**config.mk**
```make
export PLATFORM = sky130hd
export DESIGN_NAME = intel_8080_slave_rx
export DESIGN_NICKNAME = d
export VERILOG_FILES = /design/src/rtl/intel_8080_pkg.sv /design/src/rtl/intel_8080_rx_fifo.sv /design/src/rtl/intel_8080_slave_rx.sv
export SDC_FILE = /design/constraint.sdc
export NUM_CORES = 1
export LEC_CHECK = 0
export BUFFER_PORTS_ARGS = -buffer_cell sky130_fd_sc_hd__buf_2
export CORE_UTILIZATION = 55
export CTS_CLUSTER_DIAMETER = 200
export DETAILED_ROUTE_END_ITERATION = 6
export GPL_TIMING_DRIVEN = 0
export PLACE_DENSITY = 0.72
export SLEW_MARGIN = 20
export SYNTH_ARGS = -nofsm -noshare
export SYNTH_HDL_FRONTEND = slang
export SYNTH_SLANG_ARGS = --single-unit
```
**constraint.sdc**
```tcl
create_clock -name sys_clk -period 4.4 [get_ports sys_clk]
set_input_delay 0.22 -clock sys_clk [delete_from_list [all_inputs] [get_ports sys_clk]]
set_output_delay 0.22 -clock sys_clk [all_outputs]
set_load 0.05 [all_outputs]
```
**src/rtl/intel_8080_pkg.sv**
```systemverilog
// Shared constants for the 8080-style host bus receiver.
// Latency: n/a (constants and a pure helper function only).
// Backpressure: n/a.
package intel_8080_pkg;

  // FSM state encoding
  localparam logic [1:0] ST_IDLE   = 2'd0;
  localparam logic [1:0] ST_WR_LOW = 2'd1;
  localparam logic [1:0] ST_RD_LOW = 2'd2;

  // Status word layout returned on host reads
  localparam int STAT_OVF     = 15;
  localparam int STAT_LVL_LSB = 0;
  localparam int STAT_LVL_W   = 8;

  // Dropped-write counter width
  localparam int DROP_W = 16;

  // Increment that sticks at all-ones instead of wrapping
  function automatic logic [DROP_W-1:0] sat_inc(input logic [DROP_W-1:0] v);
    return (&v) ? v : v + DROP_W'(1);
  endfunction

endpackage

```
**src/rtl/intel_8080_rx_fifo.sv**
```systemverilog
// Synchronous show-ahead FIFO holding captured {dc, data} words.
// Latency: push visible at head_dat/!empty one cycle later; pop takes effect on the same edge.
// Backpressure: push while full is refused unless a pop happens in the same cycle.
// Ports: clk/rst (sync, active-high); push/push_dat write side; pop read side;
//        head_dat = current head word (zero when empty); full/empty/level status.
module intel_8080_rx_fifo #(
  parameter int W     = 17,
  parameter int DEPTH = 16
) (
  input  logic                     clk,
  input  logic                     rst,
  input  logic                     push,
  input  logic [W-1:0]             push_dat,
  input  logic                     pop,
  output logic [W-1:0]             head_dat,
  output logic                     full,
  output logic                     empty,
  output logic [$clog2(DEPTH):0]   level
);

  localparam int AW = $clog2(DEPTH);

  logic [W-1:0]  mem_q [DEPTH];
  logic [AW-1:0] wr_ptr_q, wr_ptr_d;
  logic [AW-1:0] rd_ptr_q, rd_ptr_d;
  logic [AW:0]   cnt_q, cnt_d;
  logic          do_push, do_pop;

  assign empty = (cnt_q == '0);
  assign full  = (cnt_q == (AW+1)'(DEPTH));
  assign level = cnt_q;

  // A pop frees a slot on the same edge, so a push into a full FIFO is
  // accepted when it coincides with a pop.
  assign do_pop  = pop && !empty;
  assign do_push = push && (!full || do_pop);

  // Gate the head so stale storage never leaks out while empty.
  assign head_dat = empty ? '0 : mem_q[rd_ptr_q];

  always_comb begin
    wr_ptr_d = wr_ptr_q;
    rd_ptr_d = rd_ptr_q;
    cnt_d    = cnt_q;
    if (do_push) wr_ptr_d = wr_ptr_q + AW'(1);
    if (do_pop)  rd_ptr_d = rd_ptr_q + AW'(1);
    case ({do_push, do_pop})
      2'b10:   cnt_d = cnt_q + (AW+1)'(1);
      2'b01:   cnt_d = cnt_q - (AW+1)'(1);
      default: cnt_d = cnt_q;
    endcase
  end

  always_ff @(posedge clk) begin
    if (rst) begin
      wr_ptr_q <= '0;
      rd_ptr_q <= '0;
      cnt_q    <= '0;
    end else begin
      wr_ptr_q <= wr_ptr_d;
      rd_ptr_q <= rd_ptr_d;
      cnt_q    <= cnt_d;
    end
  end

  // Storage needs no reset: the head is masked while empty.
  always_ff @(posedge clk) begin
    if (do_push) mem_q[wr_ptr_q] <= push_dat;
  end

endmodule

```
**src/rtl/intel_8080_slave_rx.sv**
```systemverilog
// Receives 8080-style host write cycles into a FIFO as {dc, data}; answers reads with status.
// Latency: WR rising at the pin -> m_valid after SYNC_STAGES+2 sys_clk cycles (empty FIFO).
// Backpressure: m_valid/m_ready; host writes arriving while the FIFO is full are dropped and counted.
// Ports: sys_clk/sys_rst (sync, active-high); bus_* host pins (async, strobes active-low);
//        bus_DATA_o/bus_DATA_oe status drive during reads; m_valid/m_data/m_ready stream out;
//        ovf/drop_cnt sticky overflow info, cleared by clr_ovf.
module intel_8080_slave_rx
  import intel_8080_pkg::*;
#(
  parameter int DATA_W      = 16,
  parameter int FIFO_DEPTH  = 16,
  parameter int SYNC_STAGES = 2
) (
  input  logic              sys_clk,
  input  logic              sys_rst,
  input  logic              bus_CS,
  input  logic              bus_DC,
  input  logic              bus_WR,
  input  logic              bus_RD,
  input  logic [DATA_W-1:0] bus_DATA_i,
  output logic [DATA_W-1:0] bus_DATA_o,
  output logic              bus_DATA_oe,
  output logic              m_valid,
  output logic [DATA_W:0]   m_data,
  input  logic              m_ready,
  output logic              ovf,
  output logic [DROP_W-1:0] drop_cnt,
  input  logic              clr_ovf
);

  localparam int LVL_W = $clog2(FIFO_DEPTH) + 1;

  // Synchronisers: strobe chains idle high so reset never fakes a strobe.
  logic [SYNC_STAGES-1:0] cs_sync_q, cs_sync_d;
  logic [SYNC_STAGES-1:0] wr_sync_q, wr_sync_d;
  logic [SYNC_STAGES-1:0] rd_sync_q, rd_sync_d;
  logic [SYNC_STAGES-1:0] dc_sync_q, dc_sync_d;
  logic [DATA_W-1:0]      data_sync_q [SYNC_STAGES];
  logic [DATA_W-1:0]      data_sync_d [SYNC_STAGES];
  logic                   cs_s, wr_s, rd_s, dc_s;
  logic [DATA_W-1:0]      data_s;

  logic [1:0]        state_q, state_d;
  logic [DATA_W:0]   shadow_q, shadow_d;
  logic              push_q, push_d;
  logic [DATA_W:0]   push_dat_q, push_dat_d;
  logic              oe_q, oe_d;
  logic [DATA_W-1:0] dout_q, dout_d;
  logic              ovf_q, ovf_d;
  logic [DROP_W-1:0] drop_cnt_q, drop_cnt_d;

  logic              fifo_full, fifo_empty, pop, drop;
  logic [LVL_W-1:0]  fifo_level;
  logic [DATA_W-1:0] status;

  always_comb begin
    cs_sync_d = {cs_sync_q[SYNC_STAGES-2:0], bus_CS};
    wr_sync_d = {wr_sync_q[SYNC_STAGES-2:0], bus_WR};
    rd_sync_d = {rd_sync_q[SYNC_STAGES-2:0], bus_RD};
    dc_sync_d = {dc_sync_q[SYNC_STAGES-2:0], bus_DC};
    data_sync_d[0] = bus_DATA_i;
    for (int i = 1; i < SYNC_STAGES; i++) data_sync_d[i] = data_sync_q[i-1];
  end

  assign cs_s   = cs_sync_q[SYNC_STAGES-1];
  assign wr_s   = wr_sync_q[SYNC_STAGES-1];
  assign rd_s   = rd_sync_q[SYNC_STAGES-1];
  assign dc_s   = dc_sync_q[SYNC_STAGES-1];
  assign data_s = data_sync_q[SYNC_STAGES-1];

  always_comb begin
    status = '0;
    status[STAT_OVF] = ovf_q;
    status[STAT_LVL_LSB +: STAT_LVL_W] = STAT_LVL_W'(fifo_level);
  end

  always_comb begin
    state_d    = state_q;
    shadow_d   = shadow_q;
    push_d     = 1'b0;
    push_dat_d = push_dat_q;
    oe_d       = oe_q;
    dout_d     = dout_q;
    case (state_q)
      ST_IDLE: begin
        // Write wins when both strobes are low.
        if (!cs_s && !wr_s) begin
          state_d = ST_WR_LOW;
        end else if (!cs_s && !rd_s) begin
          state_d = ST_RD_LOW;
          oe_d    = 1'b1;
          dout_d  = status;
        end
      end
      ST_WR_LOW: begin
        // shadow_q holds the bus as it was the cycle before WR was seen high.
        shadow_d = {dc_s, data_s};
        if (wr_s) begin
          push_d     = 1'b1;
          push_dat_d = shadow_q;
          state_d    = ST_IDLE;
        end else if (cs_s) begin
          state_d = ST_IDLE;
        end
      end
      ST_RD_LOW: begin
        if (rd_s || cs_s) begin
          oe_d    = 1'b0;
          state_d = ST_IDLE;
        end
      end
      default: begin
        oe_d    = 1'b0;
        state_d = ST_IDLE;
      end
    endcase
  end

  // A drop is a registered push that the FIFO cannot take this cycle.
  assign pop  = m_valid && m_ready;
  assign drop = push_q && fifo_full && !pop;

  always_comb begin
    ovf_d      = ovf_q;
    drop_cnt_d = drop_cnt_q;
    if (drop) begin
      ovf_d      = 1'b1;
      drop_cnt_d = clr_ovf ? DROP_W'(1) : sat_inc(drop_cnt_q);
    end else if (clr_ovf) begin
      ovf_d      = 1'b0;
      drop_cnt_d = '0;
    end
  end

  always_ff @(posedge sys_clk) begin
    if (sys_rst) begin
      cs_sync_q  <= '1;
      wr_sync_q  <= '1;
      rd_sync_q  <= '1;
      dc_sync_q  <= '0;
      for (int i = 0; i < SYNC_STAGES; i++) data_sync_q[i] <= '0;
      state_q    <= ST_IDLE;
      shadow_q   <= '0;
      push_q     <= 1'b0;
      push_dat_q <= '0;
      oe_q       <= 1'b0;
      dout_q     <= '0;
      ovf_q      <= 1'b0;
      drop_cnt_q <= '0;
    end else begin
      cs_sync_q  <= cs_sync_d;
      wr_sync_q  <= wr_sync_d;
      rd_sync_q  <= rd_sync_d;
      dc_sync_q  <= dc_sync_d;
      for (int i = 0; i < SYNC_STAGES; i++) data_sync_q[i] <= data_sync_d[i];
      state_q    <= state_d;
      shadow_q   <= shadow_d;
      push_q     <= push_d;
      push_dat_q <= push_dat_d;
      oe_q       <= oe_d;
      dout_q     <= dout_d;
      ovf_q      <= ovf_d;
      drop_cnt_q <= drop_cnt_d;
    end
  end

  intel_8080_rx_fifo #(
    .W     (DATA_W + 1),
    .DEPTH (FIFO_DEPTH)
  ) u_fifo (
    .clk      (sys_clk),
    .rst      (sys_rst),
    .push     (push_q),
    .push_dat (push_dat_q),
    .pop      (pop),
    .head_dat (m_data),
    .full     (fifo_full),
    .empty    (fifo_empty),
    .level    (fifo_level)
  );

  assign m_valid     = !fifo_empty;
  assign bus_DATA_o  = dout_q;
  assign bus_DATA_oe = oe_q;
  assign ovf         = ovf_q;
  assign drop_cnt    = drop_cnt_q;

endmodule

```
==> flow_summary.json, run 1 <==
{
  "post_cts_buffers": 0,
  "violations": "DRC",
  "cts_buffer_depth": 3,
  "drtAntennaViolNets": 0,
  "grt_max_degree": 18,
  "dieHeight_um": 166,
  "routed_wirelength_um": 30500,
  "cts_max_level": 2,
  "row_count": 59,
  "track_usage_pct": 22.9,
  "yosysUniqueCellTypes": 47,
  "crit_path_max_fanout": 10,
  "crit_required_ns": 4.18,
  "core_area_um2": 26200,
  "r2r-end": "u_fifo.mem_q[7][3]",
  "ios": 76,
  "cts_buffers": 39,
  "synth_top_area_share_pct": 55.3,
  "synth_edf_count": 272,
  "grt_pass1_wl_um": 47000,
  "slew_viol_final": 0,
  "syn_area_per_cell_um2": 16.3,
  "cts_tree": "built",
  "power_w": 0.00929,
  "slew_headroom_pct": 28.1,
  "crit_type": "flop to primary output",
  "hold_depth": 3,
  "status": "finished, violations left",
  "gr-total-overflow": 0,
  "synth_top_flop_cell": "edfxtp_1",
  "syn_area_um2": 14800,
  "p_leak_nw": 5.83,
  "worstPathArrival_ns": 3.88,
  "ys_top_cells_by_area": "edfxtp_1 55%, dfxtp_1 16%, mux4_2 13%, nand2_1 2.2%, a21oi_1 1.7%",
  "dieArea_um2": 27500,
  "drt_iter0_markers": 658,
  "powerDensity_nw_per_um2": 538,
  "syn_inst": 907,
  "maxCapViolations": 0,
  "ir_drop_v": 0.000310,
  "r2r_cells": 4,
  "wire_per_inst_um": 21.5,
  "drive_gt1_share_pct": 25.0,
  "initial_core_util_pct": 56.4,
  "async_flop_share_pct": 0,
  "ys.warnings.count": 0,
  "diodes": 0,
  "period_needed_ns": 4.10,
  "seq_area_frac_synth_pct": 71.3,
  "place_congestion": 0.862,
  "cts_resized": 0,
  "hp-start": "sys_rst",
  "critPathLaunchType": "flop",
  "hold_class": "input pin to flop",
  "final_core_util_pct": 65.9,
  "antenna_found_initial": 0,
  "cts.sinks": 390,
  "vias": 8046,
  "finClkSkew_ns": 0.0192,
  "first_global_vias": 7994,
  "synth.ff_latch_count": 390,
  "hpwl_um": 19000,
  "synth_top_area_cell": "edfxtp_1",
  "clock_latency_ns": 0.53,
  "period_share_pct": 93.2,
  "crit_chain": "clkbuf_1, clkbuf_1, clkbuf_1, mux4_2, mux4_2, and2_1, buf_2",
  "max_stage_delay_ns": 0.71,
  "fp.dieW_um": 166,
  "fin_setup_tns_ns": 0,
  "crit_path_end_kind": "primary output",
  "reg2reg_from": "push_q",
  "clk_pin_slew_worst_paths_ns": 0.06,
  "nets": 1086,
  "finalHoldViolCount": 0,
  "worst_slew_pin_slew_ns": 1.07,
  "area_delta_synth_final_pct": 16.9,
  "via_per_inst": 5.67,
  "cp_common_cell": "clkbuf_1",
  "min_to": "drop_cnt[6]",
  "rsz0062_at_grt": "no",
  "clockRootBuffer": "clkbuf_16",
  "finalSetupViolations": 0,
  "post-route-drc-count": 4,
  "io_buffers": 64,
  "dr.pass1.iters": 7,
  "worst_path_max_delay_cell": "clkbuf_1",
  "r2r_slack_ns": 1.82,
  "max_freq_ghz": 0.244
}
-- sequential cells by signal, summed over array words and instances (netlist names), 5 cells and up, named ones only --
| register | flops |
|---|---|
| u_fifo.level | 5 |
| drop_cnt | 16 |
| data_sync_q | 32 |
| shadow_q | 17 |
| bus_DATA_o | 6 |
| u_fifo.mem_q | 272 |
| push_dat_q | 17 |
-- synthesized netlist by cell type (2+ instances only) --
| master | n |
|---|---|
| nor4_1 | 5 |
| nor2_1 | 53 |
| and3_1 | 2 |
| nand3_1 | 9 |
| buf_1 | 4 |
| o21ai_0 | 9 |
| buf_4 | 10 |
| and2_1 | 20 |
| nand2b_1 | 6 |
| dfxtp_1 | 118 |
| mux4_2 | 85 |
| nand2_1 | 87 |
| ha_1 | 8 |
| and4_1 | 4 |
| buf_2 | 4 |
| nor3_1 | 9 |
| o2111ai_1 | 4 |
| or3_1 | 4 |
| o311ai_0 | 2 |
| inv_1 | 6 |
| a21oi_1 | 49 |
| xnor2_1 | 7 |
| o41ai_1 | 2 |
| nor2b_1 | 37 |
| xor2_1 | 10 |
| or2_2 | 8 |
| edfxtp_1 | 272 |
| clkbuf_1 | 41 |
| mux2i_1 | 7 |
| nand4_1 | 6 |
| or3b_2 | 3 |
-- cells by family after synthesis --
kind of cell	after synthesis	share of synthesized area, %
AOI/OAI and AO/OA	76	2.98
xor gates and xnor gates	17	1.01
adders and majority gates	8	0.677
buffers and inverters	66	2.02
DFF	390	71.3
muxes	93	13.5
other	1	0.0254
and+or+nand+nor	256	8.52
-- metrics by stage --
step | setup slack, ns | cell area, µm² | hold slack [ns] | std cells
floorplan | 1.57 | 14800 | 0.324 | 916
global placement | 0.0279 | 15500 | 0.393 | 1315
detailed placement | 0.961 | 15800 | 0.399 | 1328
CTS | 0.319 | 17300 | 0.0246 | 1419
global route | 0.243 | 17300 | 0.0485 | 1419
finish | 0.300 | 17300 | 0.0312 | 1419
-- area by class of cell --
| class | instances | area (µm²) |
|---|---|---|
| Timing Repair Buffer | 97 | 661 |
| Clock inverter | 24 | 244 |
| Buffer | 60 | 279 |
| Clock buffer | 47 | 1050 |
| Sequential cell | 390 | 10500 |
| Multi-Input combinational cell | 460 | 4070 |
| Fill cell | 1802 | 8930 |
| Inverter | 6 | 22.5 |
| Tap cell | 335 | 419 |
-- metal layers --
metal | share of wire, % | up-vias | track usage, %
met3 | 6.0 | 68 | 4.67
met4 | 3.0 | 0 | 8.21
met2 | 49 | 287 | 38.0
met5 | 0 | - | 0
li1 | - | 3717 | -
met1 | 42 | 3974 | 30.4
-- cell usage in the layout (no fill, tap or decap), types with 7 or more instances in the layout --
cell / count
mux2i_1: 7
conb_1: 10
a21oi_1: 49
mux4_2: 85
xnor2_1: 7
and2_1: 20
dlygate4sd3_1: 20
ha_1: 8
buf_4: 17
nor2b_1: 37
nand3_1: 9
clkbuf_1: 44
nor2_1: 41
or2_2: 8
nand2_1: 87
dfxtp_1: 118
xor2_1: 10
o21ai_0: 9
buf_2: 68
edfxtp_1: 272
nor2_4: 8
clkinv_2: 9
clkbuf_16: 41
-- worst max-delay path: cells and delay by family, from the launching register on --
kind | cells | cell delay, ns
and+or+nand+nor | 1 | 0.18
DFF | 1 | 0.39
muxes | 2 | 0.96
buffers and inverters | 4 | 1.81
-- timing repair --
action | in CTS | in global routing
hold endpoints to repair | 20 | 0
hold buffers | 20 | 0
setup endpoints to repair | 0 | 0
-- report_power, final --
part,internal (W),total [W],switching [W]
Combinational,0.000772,0.00200,0.00123
Sequential,0.00393,0.00397,0.0000384
Clock,0.00195,0.00332,0.00137
-- how the worst max path moves through the flow --
stage	start	end	slack, ns	cells after the start
6_report	flop	m_data[16]	0.30	7
5_1_grt	flop	m_data[16]	0.24	7
4_1_cts	flop	m_data[16]	0.32	7
3_5_place_dp	flop	m_data[16]	0.96	7
3_3_place_gp	m_ready	u_fifo.mem_q[3][9]	0.03	5
2_1_floorplan	m_ready	u_fifo.mem_q[3][0]	1.57	5
(Power assumes the default switching activity.)
==> run 2: changes to the inputs <==
--- a/config.mk
+++ b/config.mk
@@ -14,4 +14,5 @@
 export SLEW_MARGIN = 20
 export SYNTH_ARGS = -nofsm -noshare
 export SYNTH_HDL_FRONTEND = slang
+export SYNTH_HIERARCHICAL = 1
 export SYNTH_SLANG_ARGS = --single-unit
==> run 2 against run 1 <==
The run now ends clean. Critical path type is now flop to flop. Area after synthesis grew 1.8%. Global-route usage grew 0.40 points. Critical endpoint is now u_fifo/level[4]. Worst setup slack lost 0.017 ns. Register-to-register slack lost 1.5 ns. Synthesized cell count grew 5.5%.
==> flow_summary.json, run 2 <==
{
  "gr-total-overflow": 0,
  "cts_tree": "built",
  "multi_input_area_um2": 4210,
  "hold_class": "input pin to flop",
  "regMostFlops": "u_fifo/mem_q",
  "final.setup.worst_slack_ns": 0.282,
  "layout_commonest_cell": "edfxtp_1",
  "max_freq_ghz": 0.243,
  "pre_cts_ws_ns": 0.361,
  "rsz0062_at_grt": "no",
  "nFillCells": 1883,
  "grt_pass1_wl_um": 49300,
  "period_share_pct": 93.6,
  "grt_max_degree": 18,
  "p_leak_nw": 6.00,
  "final_core_util_pct": 65.4,
  "core_area_um2": 26900,
  "yosysUniqueCellTypes": 57,
  "finalSetupViolations": 0,
  "crit_chain": "or4_1, buf_6, nor2_2, buf_2, nand2b_1, inv_2, nor2b_1, o21ai_4, inv_2, ha_1, o2bb2ai_1, a2111oi_0, or4_1",
  "synth.ff_latch_count": 390,
  "final_cell_mix": "272 x edfxtp_1, 118 x dfxtp_1, 89 x buf_2",
  "switching_power_w": 0.00150,
  "initial_core_util_pct": 56.0,
  "dp_cells": 1389,
  "largestRegisters": "u_fifo/mem_q: 272 flops, data_sync_q: 32 flops",
  "p_comb_share_pct": 2.5,
  "worst_slew_pin_slew_ns": 1.10,
  "crit_path_end_kind": "flop",
  "p_int_w": 0.00605,
  "drtAntennaViolNets": 0,
  "regArea_um2": 10500,
  "synthTopCellsByCount": "272 x edfxtp_1, 118 x dfxtp_1, 82 x nand2_1, 68 x mux4_2, 55 x nor2b_1",
  "first_global_vias": 8784,
  "track_usage_pct": 23.3,
  "ys_top_cells_by_area": "edfxtp_1 54%, dfxtp_1 16%, mux4_2 10%, nor2b_1 2.3%, mux2i_1 2.1%",
  "ios": 76,
  "critPathLaunchType": "flop",
  "cts_max_level": 2,
  "cts_buffers": 39,
  "ir_drop_v": 0.000383,
  "worstPathArrival_ns": 4.51,
  "wire_per_inst_um": 21.2,
  "seq_area_frac_synth_pct": 70.0,
  "antenna_found_initial": 0,
  "routed_wirelength_um": 31400,
  "synth_top_area_cell": "edfxtp_1",
  "max_stage_delay_ns": 0.56,
  "via_per_inst": 5.77,
  "slew_headroom_pct": 26.6,
  "place_congestion": 0.895,
  "yosysMostFrequentCell": "edfxtp_1",
  "area_delta_synth_final_pct": 16.7,
  "maxCapViolations": 0,
  "nets": 1143,
  "dieHeight_um": 167,
  "diodes": 0,
  "clockRootBuffer": "clkbuf_16",
  "cts_resized": 0,
  "hpwl_um": 20400,
  "synth_top_flop_cell": "edfxtp_1",
  "async_flop_share_pct": 0,
  "dieArea_um2": 28000,
  "drt_iter0_markers": 875,
  "clock_latency_ns": 0.53,
  "synth_edf_count": 272,
  "finalHoldViolCount": 0,
  "synth_top_area_share_pct": 54.3,
  "power.clock.fraction_pct": 45.8,
  "period_needed_ns": 4.12,
  "fp.dieW_um": 167,
  "ys.warnings.count": 22,
  "crit_path_max_fanout": 14,
  "status": "finished, final reports clean",
  "stdcell_count": 1481,
  "crit_type": "flop to flop",
  "cts_buffer_depth": 3,
  "post-route-drc-count": 0,
  "clk_pin_slew_worst_paths_ns": 0.06,
  "slew_viol_final": 0,
  "syn_area_per_cell_um2": 15.7,
  "largest_reg_flops": 272,
  "p_seq_share_pct": 51.7,
  "fin_setup_tns_ns": 0,
  "drive_gt1_share_pct": 23.5,
  "dr.pass1.iters": 4,
  "io_buffers": 65,
  "syn_inst": 957,
  "powerDensity_nw_per_um2": 429,
  "syn_area_um2": 15000,
  "cts.sinks": 390,
  "row_count": 60,
  "worst_path_max_delay_cell": "or4_1",
  "netSwitchingFraction_pct": 19.8,
  "crit_required_ns": 4.79,
  "finClkSkew_ns": 0.0145,
  "vias": 8552
}
[run 2: cell types whose count changed in the layout (fill, tap and decap cells not counted), moves of 6 or more]
| cell | before | now |
|---|---|---|
| and2_1 | 20 | 10 |
| a211oi_1 | 1 | 37 |
| xor2_1 | 10 | 3 |
| buf_2 | 68 | 89 |
| clkbuf_1 | 44 | 38 |
| inv_1 | 6 | 15 |
| nor2_4 | 8 | 0 |
| mux4_2 | 85 | 68 |
| mux2i_1 | 7 | 31 |
| nor2_1 | 41 | 24 |
| nor2b_1 | 37 | 55 |
[run 2: kinds of logic after synthesis]
family | after synthesis | synth area share [%]
AO/OA/AOI/OAI | 115 | 5.11
flip-flops | 390 | 70.0
other | 1 | 0.0249
adder cells (fa/ha/maj) | 10 | 0.881
buffers and inverters | 81 | 2.51
multiplexers | 100 | 12.3
AND/OR/NAND/NOR | 254 | 8.84
XOR/XNOR | 6 | 0.349
[run 2: worst paths after layout]
kind	start	end	slack, ns	depth (start not counted)
worst min-delay path	clr_ovf	drop_cnt[0]	0.1	3
worst max register to register	u_fifo/level[0]	u_fifo/level[4]	0.28	13
worst max-delay path	u_fifo/level[0]	u_fifo/level[4]	0.28	13
worst min register to register	wr_sync_q[0]	wr_sync_q[1]	0.41	1
[run 2: area by class of cell]
type | instances | area share, %
Clock buffer | 48 | 6.11
Buffer | 64 | 1.79
Inverter | 17 | 0.363
Clock inverter | 24 | 1.61
Multi-Input combinational cell | 495 | 24.0
Tap cell | 341 | 2.43
Sequential cell | 390 | 59.9
Timing Repair Buffer | 102 | 3.79
[run 2: what timing repair did]
item,in CTS,in global routing
hold buffers,20,0
setup buffers,0,0
hold endpoints to repair,20,0
[run 2: power by group through the flow]
| stage | Sequential [W] | Clock [W] | Combinational, W |
|---|---|---|---|
| after CTS | 0.00390 | 0.00351 | 0.000187 |
| after detailed placement | 0.00398 | 0 | 0.000173 |
| after floorplan | 0.00398 | 0 | 0.000127 |
| after global routing | 0.00390 | 0.00364 | 0.000201 |
| final | 0.00390 | 0.00346 | 0.000188 |
| after global placement | 0.00398 | 0 | 0.000170 |
[run 2: per-stage QoR]
| stage | hold slack, ns | total power (W) | cell area, µm² |
|---|---|---|---|
| floorplan | 0.324 | 0.00410 | 15100 |
| global placement | 0.395 | 0.00415 | 15800 |
| detailed placement | 0.394 | 0.00415 | 16000 |
| CTS | 0.0796 | 0.00759 | 17600 |
| global route | 0.117 | 0.00774 | 17600 |
| finish | 0.0959 | 0.00754 | 17600 |
[run 2: critical path, delay by kind of cell, from the launching register on]
kind	cells	cell delay, ns
adders and majority gates	1	0.33
DFF	1	0.37
AOI/OAI and AO/OA	3	0.54
buffers and inverters	4	0.82
and+or+nand+nor	5	1.93
[run 2: metal layers]
| metal | global-route usage (%) | share of wire [%] |
|---|---|---|
| met4 | 6.94 | 2.2 |
| met1 | 30.7 | 42 |
| met3 | 4.25 | 6.6 |
| met5 | 0 | 0 |
| met2 | 39.8 | 50 |
